`src/rtl/codec_init_sequencer.sv`:
```
// Power-up and configuration sequencer for the pitch-shift codec: supply settling,
// codec reset pulse, table-driven register writes with retry, then audio enable.
module codec_init_sequencer #(
  parameter int unsigned NUM_WRITES    = 11,
  parameter int unsigned POWERUP_DELAY = 1023,
  parameter int unsigned RST_WIDTH     = 15,
  parameter int unsigned SETTLE_DELAY  = 255,
  parameter int unsigned GAP_DELAY     = 31,
  parameter int unsigned MAX_RETRY     = 3,
  parameter int unsigned IW            = (NUM_WRITES > 1) ? $clog2(NUM_WRITES) : 1
) (
  input  logic          clk,
  input  logic          reset,
  output logic [IW-1:0] cfg_index,
  input  logic [15:0]   cfg_word,
  output logic          wr_req,
  output logic [15:0]   wr_word,
  input  logic          wr_ack,
  input  logic          wr_err,
  output logic          codec_rst_n,
  output logic          audio_en,
  output logic          done,
  output logic          error
);

  localparam int unsigned MAX_A = (POWERUP_DELAY > RST_WIDTH) ? POWERUP_DELAY : RST_WIDTH;
  localparam int unsigned MAX_B = (SETTLE_DELAY > GAP_DELAY) ? SETTLE_DELAY : GAP_DELAY;
  localparam int unsigned MAXD  = (MAX_A > MAX_B) ? MAX_A : MAX_B;
  localparam int unsigned TW    = $clog2(MAXD + 1);
  localparam int unsigned RW    = (MAX_RETRY > 0) ? $clog2(MAX_RETRY + 1) : 1;

  localparam logic [2:0] S_PWRUP    = 3'd0;
  localparam logic [2:0] S_RSTPULSE = 3'd1;
  localparam logic [2:0] S_SETTLE   = 3'd2;
  localparam logic [2:0] S_FETCH    = 3'd3;
  localparam logic [2:0] S_REQ      = 3'd4;
  localparam logic [2:0] S_GAP      = 3'd5;
  localparam logic [2:0] S_DONE     = 3'd6;
  localparam logic [2:0] S_ERR      = 3'd7;

  logic [2:0]    state_q, state_d;
  logic [TW-1:0] timer_q, timer_d;
  logic          armed_q, armed_d;
  logic [IW-1:0] idx_q, idx_d;
  logic [RW-1:0] retry_q, retry_d;
  logic          req_q, req_d;
  logic [15:0]   word_q, word_d;
  logic          rstn_q, rstn_d;
  logic          aen_q, aen_d;
  logic          done_q, done_d;
  logic          err_q, err_d;

  always_comb begin
    state_d = state_q;
    timer_d = timer_q;
    armed_d = armed_q;
    idx_d   = idx_q;
    retry_d = retry_q;
    req_d   = req_q;
    word_d  = word_q;
    rstn_d  = rstn_q;
    aen_d   = aen_q;
    done_d  = done_q;
    err_d   = err_q;
    case (state_q)
      // Reset leaves the timer at zero, so PWRUP spends its first cycle loading it.
      S_PWRUP: begin
        if (!armed_q) begin
          armed_d = 1'b1;
          timer_d = TW'(POWERUP_DELAY - 1);
        end else if (timer_q == '0) begin
          state_d = S_RSTPULSE;
          timer_d = TW'(RST_WIDTH - 1);
          rstn_d  = 1'b0;
        end else begin
          timer_d = timer_q - TW'(1);
        end
      end
      S_RSTPULSE: begin
        if (timer_q == '0) begin
          state_d = S_SETTLE;
          timer_d = TW'(SETTLE_DELAY - 1);
          rstn_d  = 1'b1;
        end else begin
          timer_d = timer_q - TW'(1);
        end
      end
      S_SETTLE: begin
        if (timer_q == '0) state_d = S_FETCH;
        else               timer_d = timer_q - TW'(1);
      end
      S_FETCH: begin
        word_d  = cfg_word;
        req_d   = 1'b1;
        state_d = S_REQ;
      end
      // An error response takes priority over a simultaneous ack.
      S_REQ: begin
        if (wr_err) begin
          req_d = 1'b0;
          if (retry_q < RW'(MAX_RETRY)) begin
            retry_d = retry_q + RW'(1);
            state_d = S_GAP;
            timer_d = TW'(GAP_DELAY - 1);
          end else begin
            state_d = S_ERR;
            err_d   = 1'b1;
            rstn_d  = 1'b0;
            aen_d   = 1'b0;
          end
        end else if (wr_ack) begin
          req_d = 1'b0;
          if (idx_q == IW'(NUM_WRITES - 1)) begin
            state_d = S_DONE;
            done_d  = 1'b1;
            aen_d   = 1'b1;
          end else begin
            idx_d   = idx_q + IW'(1);
            retry_d = '0;
            state_d = S_GAP;
            timer_d = TW'(GAP_DELAY - 1);
          end
        end
      end
      S_GAP: begin
        if (timer_q == '0) state_d = S_FETCH;
        else               timer_d = timer_q - TW'(1);
      end
      default: begin
        state_d = state_q;
      end
    endcase
  end

  always_ff @(posedge clk) begin
    if (reset) begin
      state_q <= S_PWRUP;
      timer_q <= '0;
      armed_q <= 1'b0;
      idx_q   <= '0;
      retry_q <= '0;
      req_q   <= 1'b0;
      word_q  <= '0;
      rstn_q  <= 1'b1;
      aen_q   <= 1'b0;
      done_q  <= 1'b0;
      err_q   <= 1'b0;
    end else begin
      state_q <= state_d;
      timer_q <= timer_d;
      armed_q <= armed_d;
      idx_q   <= idx_d;
      retry_q <= retry_d;
      req_q   <= req_d;
      word_q  <= word_d;
      rstn_q  <= rstn_d;
      aen_q   <= aen_d;
      done_q  <= done_d;
      err_q   <= err_d;
    end
  end

  assign cfg_index   = idx_q;
  assign wr_req      = req_q;
  assign wr_word     = word_q;
  assign codec_rst_n = rstn_q;
  assign audio_en    = aen_q;
  assign done        = done_q;
  assign error       = err_q;

endmodule

```
`config.mk`:
```
export PLATFORM = sky130hd
export DESIGN_NAME = codec_init_sequencer
export DESIGN_NICKNAME = d
export VERILOG_FILES = /design/src/rtl/codec_init_sequencer.sv
export SDC_FILE = /design/constraint.sdc
export NUM_CORES = 1
export LEC_CHECK = 0
export CAP_MARGIN = 20
export CORE_UTILIZATION = 47
export CTS_BUF_LIST = sky130_fd_sc_hd__clkbuf_8
export CTS_CLUSTER_SIZE = 25
export DETAILED_ROUTE_END_ITERATION = 6
export GPL_TIMING_DRIVEN = 0
export HOLD_SLACK_MARGIN = 0.03
export PLACE_DENSITY = 0.78
export SETUP_SLACK_MARGIN = 0.3
export SLEW_MARGIN = 15
export SYNTH_ARGS = -nofsm -noshare
export SYNTH_HDL_FRONTEND = slang
export SYNTH_SLANG_ARGS = --single-unit
```
`constraint.sdc`:
```
create_clock -name clk -period 1.9 [get_ports clk]
set_input_delay 0.285 -clock clk [delete_from_list [all_inputs] [get_ports clk]]
set_output_delay 0.285 -clock clk [all_outputs]
set_load 0.01 [all_outputs]
```
==> impl_metrics.toml, run 1 <==
[synth]
synth_seq_cells = 41
ys_seq_area_frac = 0.391
ys.flop_type = "dfxtp_1"
synth_edf_count = 0
ys_warn_count = 0
synth_area_per_cell_um2 = 7.77
ys_async_sr_fraction = 0
synth_cell_type_count = 50
syn_nets = 294
syn_inst = 270
syn_area_um2 = 2100

[pwr]
p_leak_nw = 1.22
peakVddDrop_mv = 0.441
total_power_mw = 1.77
p_per_area_nw_per_um2 = 550

[finish]
area_growth_pct = 53.6
layout_commonest_cell = "nand2_1"
fin_nets = 372
final_layout_size_suffix_gt1_frac = 0.301
finish.utilization = 0.778
mostFrequentLayoutCells = "45 x nand2_1, 41 x clkdlybuf4s50_1, 33 x dfxtp_1"
diodes = 0

[floorplan]
start_util = 0.506
fp.dieW_um = 68.8
die_y_um = 68.8
core_um2 = 4140
ios = 45
std_cell_rows = 23
dieArea_um2 = 4740

[timing]
timing.final.ws_setup_ns = -0.122
fmax_mhz = 495
final_hold_viol_count = 0
rsz0062_at_grt = "true"
min_period_ns = 2.02
max_slew_margin = 0.577
tightest_slew_ns = 0.635
fin_setup_tns_ns = -0.992
finalCritPeriodShare = 1.06
skew_ns = 0.00771
final_max_slew_viol_count = 0
finalSetupViolations = 10

[grt]
grt_remaining_overflow = 0
grt_use_total = 0.266
grt_max_degree = 14
grt_pass1_vias = 2011
antenna_found_initial = 0
grt_pass1_wl_um = 9220

[clocking]
cts-buffers-inserted = 5
clk_path_buf_depth = 2
cts-root-buf = "clkbuf_8"
htree_levels = 2
path_clk_slew_ns = 0.08
clk_latency_ns = 0.30
postCtsHoldBufs = 0
cts_tree = "built"
cts.sinks = 41

[route]
firstDrtPassIters = 6
postRouteAntennaNets = 0
drc = 0
drt-wirelength-per-cell_um = 16.8
via_count = 2360
drt-initial-drc-count = 161
wl_um = 6720
viasPerCell = 5.91

[setup_path]
worstPathMaxFanout = 5
cp.arrival_ns = 2.23
critPathRequiredTime_ns = 2.11
endpoint_kind = "flop"
startpoint_type = "flop"
path_class = "reg -> reg"

[place]
place.port_buffers = 42
dp_slack_ns = -0.414
gp_congestion = 0.972
place_hpwl_um = 3490

[flow_run]
max_cap_viol_count = 0

[status]
outcome = "finished with violations"
violations = "negative setup slack"

[hold_path]
hold_path_class = "in -> reg"
==> timing repair <==
action | CTS | global route
setup endpoints to repair | 35 | 32
setup buffers | 20 | 8
cloned | 1 | 0
pin swaps | 19 | 5
gates resized for setup | 40 | 35
==> final timing paths <==
check / start / to / slack [ns] / cells past startpoint
worst min register to register: done / done / 0.45 / 2
worst max-delay path: timer_q[0] / timer_q[2] / -0.12 / 8
worst max register to register: timer_q[0] / timer_q[2] / -0.12 / 8
worst min-delay path: wr_err / retry_q[1] / 0.35 / 3
==> registers in the layout (all words and copies together), names as in the netlist <==
name,count
wr_req,1
done,1
state_q,3
error,1
armed_q,1
retry_q,2
audio_en,1
wr_word,16
codec_rst_n,1
cfg_index,4
timer_q,10
==> power by group <==
group | leakage (nW) | internal [mW] | switching (mW)
combinational | 0.829 | 0.119 | 0.118
clock | 0.0512 | 0.295 | 0.320
sequential | 0.338 | 0.882 | 0.0401
==> layout make-up <==
type,instances,area (um2)
Inverter,12,48.8
Timing Repair Buffer,71,672
Clock inverter,2,13.8
Sequential cell,41,836
Multi-Input combinational cell,201,1390
Tap cell,50,62.6
Fill cell,299,921
Buffer,16,115
Clock buffer,6,82.6
==> layer usage <==
metal | global-route usage | wire length, um
met5 | 0 | 0
met4 | 0.125 | 245
met3 | 0.0691 | 490
met2 | 0.419 | 3150
met1 | 0.339 | 2830
==> worst max-delay path, stage by stage, from the launching register on <==
cell	delay [ns]
dfxtp_2	0.35
inv_2	0.06
ha_4	0.15
nor3b_4	0.16
a41oi_1	0.42
a221o_1	0.35
buf_6	0.17
nor2_1	0.05
nor4_1	0.23
==> cell usage after synthesis (2+ instances only) <==
master	n	area, um2
a2111oi_2	2	30.0
nand3_1	3	15.0
o21ai_0	8	40.0
o22ai_1	3	18.8
clkbuf_1	10	37.5
nor4b_4	2	47.6
and2_1	3	18.8
and3_1	3	18.8
a21oi_1	31	155
nor3_1	16	80.1
xor2_1	2	17.5
xnor2_1	2	17.5
a211oi_1	2	15.0
o21ai_1	6	30.0
nand2_1	47	176
dfxtp_1	41	821
nor2_1	26	97.6
nand2b_1	4	25.0
ha_1	4	50.1
buf_2	4	20.0
or3_1	4	25.0
or3b_1	2	17.5
nand4_1	2	12.5
nor4_1	4	25.0
a41oi_1	3	26.3
inv_1	12	45.0
==> kinds of logic (layout without fill, tap and decap cells) <==
kind of cell               after synthesis  after routing  share of synthesized area
DFF                                     41             41                      0.391
AOI/OAI and AO/OA                       67             67                      0.205
buffers and inverters                   28            107                     0.0561
xor gates and xnor gates                 4              4                     0.0167
adders and majority gates                4              4                     0.0239
muxes                                    1              1                    0.00477
and+or+nand+nor                        125            125                      0.303
==> through the flow <==
step,hold slack (ns),cell area (um2),std cells
6_report,0.354,3220,399
5_1_grt,0.359,3220,399
2_1_floorplan,0.421,2150,270
3_5_place_dp,0.440,2640,362
4_1_cts,0.353,3060,391
3_3_place_gp,0.433,2640,362
No activity file was read; power rests on OpenSTA's default activity.
==> inputs of run 2 (changes only) <==
clock period = 1.7 ns   (was 1.9 ns; I/O delays follow)
==> impl_metrics.toml, run 2 (same netlist as run 1, synthesis figures left out) <==
[clocking]
cts.sinks = 41
cts-buffers-inserted = 5
postCtsHoldBufs = 0
path_clk_slew_ns = 0.08
clk_latency_ns = 0.30
clk_path_buf_depth = 2
htree_levels = 2
cts_tree = "built"
cts-root-buf = "clkbuf_8"

[route]
viasPerCell = 5.78
wl_um = 6770
via_count = 2337
drt-initial-drc-count = 159
firstDrtPassIters = 5
drc = 0
drt-wirelength-per-cell_um = 16.8
postRouteAntennaNets = 0

[setup_path]
cp_top_family = "simple AND/OR/NAND/NOR gates"
timing.rr.end = "timer_q[4]"
slowest_stage = "dfxtp_1"
reg2reg_slack_ns = -0.30
crit_chain = "nor3_4, nand3_2, buf_6, a221o_1, buf_6, o21ai_1, nor2_1"
path_class = "reg -> reg"
endpoint_kind = "flop"
worstPathMaxFanout = 8
worst_path_most_repeated_cell = "buf_6"
cp.arrival_ns = 2.18
critPathRequiredTime_ns = 1.88
critPathMaxStageDelay_ns = 0.41
crit_buf_inv = 2
r2r_cells = 7
startpoint_type = "flop"
r2r_start = "timer_q[4]"
startpoint = "timer_q[4]"

[flow_run]
max_cap_viol_count = 0

[finish]
fin_nets = 377
diodes = 0
instances_no_fill = 404
n_fill_cell = 261
area_growth_pct = 56.6
final_layout_size_suffix_gt1_frac = 0.311
mostFrequentLayoutCells = "46 x nand2_1, 30 x dfxtp_1, 29 x buf_4"
layout_commonest_cell = "nand2_1"
largest_reg_flops = 16

[status]
violations = "negative setup slack"
outcome = "finished with violations"

[pwr]
p_leak_nw = 1.37
p_per_area_nw_per_um2 = 637
peakVddDrop_mv = 0.436

[timing]
skew_ns = 0.00648
timing.final.ws_setup_ns = -0.300
max_slew_margin = 0.593
min_period_ns = 2.00
tightest_slew_ns = 0.611
final_hold_viol_count = 0
rsz0062_at_grt = "true"
finalCritPeriodShare = 1.18
fmax_mhz = 500
final_max_slew_viol_count = 0
finalSetupViolations = 16

[grt]
grt_use_total = 0.283
antenna_found_initial = 0
grt_pass1_vias = 2042
grt_pass1_wl_um = 9670
grt_max_degree = 14
grt_remaining_overflow = 0

[hold_path]
holdPathStages = 3
min_to = "retry_q[1]"
hold_start = "wr_err"
hold_path_class = "in -> reg"

[floorplan]
ios = 45
dieArea_um2 = 4740
start_util = 0.506
fp.dieW_um = 68.8
std_cell_rows = 23
die_y_um = 68.8
core_um2 = 4140

[place]
gp_congestion = 0.922
place_inst = 362
place_hpwl_um = 3600
dp_slack_ns = -0.563
place.port_buffers = 42
run 2: changes by cell type in the layout (fill, tap and decap cells not counted), moves of 2 or more:
cell | before | now
dlygate4sd2_1 | 1 | 25
nor2_2 | 0 | 4
o21ai_1 | 2 | 6
nand2_2 | 2 | 0
buf_4 | 24 | 29
nor3_4 | 1 | 3
clkdlybuf4s50_1 | 41 | 17
buf_8 | 1 | 3
nor2_1 | 24 | 21
clkbuf_4 | 3 | 0
nor3_2 | 6 | 3
dfxtp_1 | 33 | 30
o21ai_2 | 6 | 3
dfxtp_4 | 2 | 4
run 2: layer usage:
metal	up-vias	track usage	wire length [um]
li1	1111	-	-
met1	1079	0.351	2820
met2	121	0.467	3190
met3	26	0.0674	568
met4	0	0.117	197
met5	-	0	0
run 2: final cells by class:
cell class | count | area, um2 | area share
Sequential cell | 41 | 845 | 0.257
Buffer | 16 | 163 | 0.0495
Timing Repair Buffer | 76 | 667 | 0.203
Inverter | 12 | 51.3 | 0.0156
Multi-Input combinational cell | 201 | 1390 | 0.423
Clock inverter | 3 | 38.8 | 0.0118
Tap cell | 50 | 62.6 | 0.0190
Clock buffer | 5 | 68.8 | 0.0209
run 2: metrics by stage:
stage / setup TNS (ns) / util / hold WS, ns / area [um2] / total power [mW]
after floorplan: -1.01 / - / 0.391 / 2160 / 1.18
after global placement: -4.35 / 0.639 / 0.432 / 2650 / 1.26
after detailed placement: -4.37 / 0.639 / 0.444 / 2650 / 1.26
after CTS: -1.84 / 0.754 / 0.311 / 3130 / 2.06
after global routing: -3.95 / 0.793 / 0.327 / 3290 / 2.16
final: -2.79 / 0.793 / 0.312 / 3290 / 2.09
run 2: how the worst max path moves through the flow:
stage                 endpoint  cells past startpoint
floorplan           timer_q[8]                      9
global placement    timer_q[6]                      6
detailed placement  timer_q[6]                      6
CTS                 timer_q[7]                      8
global route        timer_q[6]                      8
finish              timer_q[4]                      7
run 2: what timing repair did:
item | 4_1_cts | 5_1_grt
setup buffers | 25 | 8
endpoints found under the hold margin | 0 | 0
gates resized for setup | 74 | 29
cloned | 1 | 0
endpoints found under the setup margin | 63 | 33
pin swaps | 28 | 7
run 2: worst min-delay path: stages:
cell     delay, ns
buf_2         0.18
nand3_2       0.10
a21oi_2       0.04
run 2: report_power, final:
part	switching (mW)	total, mW	internal, mW
clock	0.353	0.783	0.430
combinational	0.139	0.275	0.136
sequential	0.0535	1.04	0.983
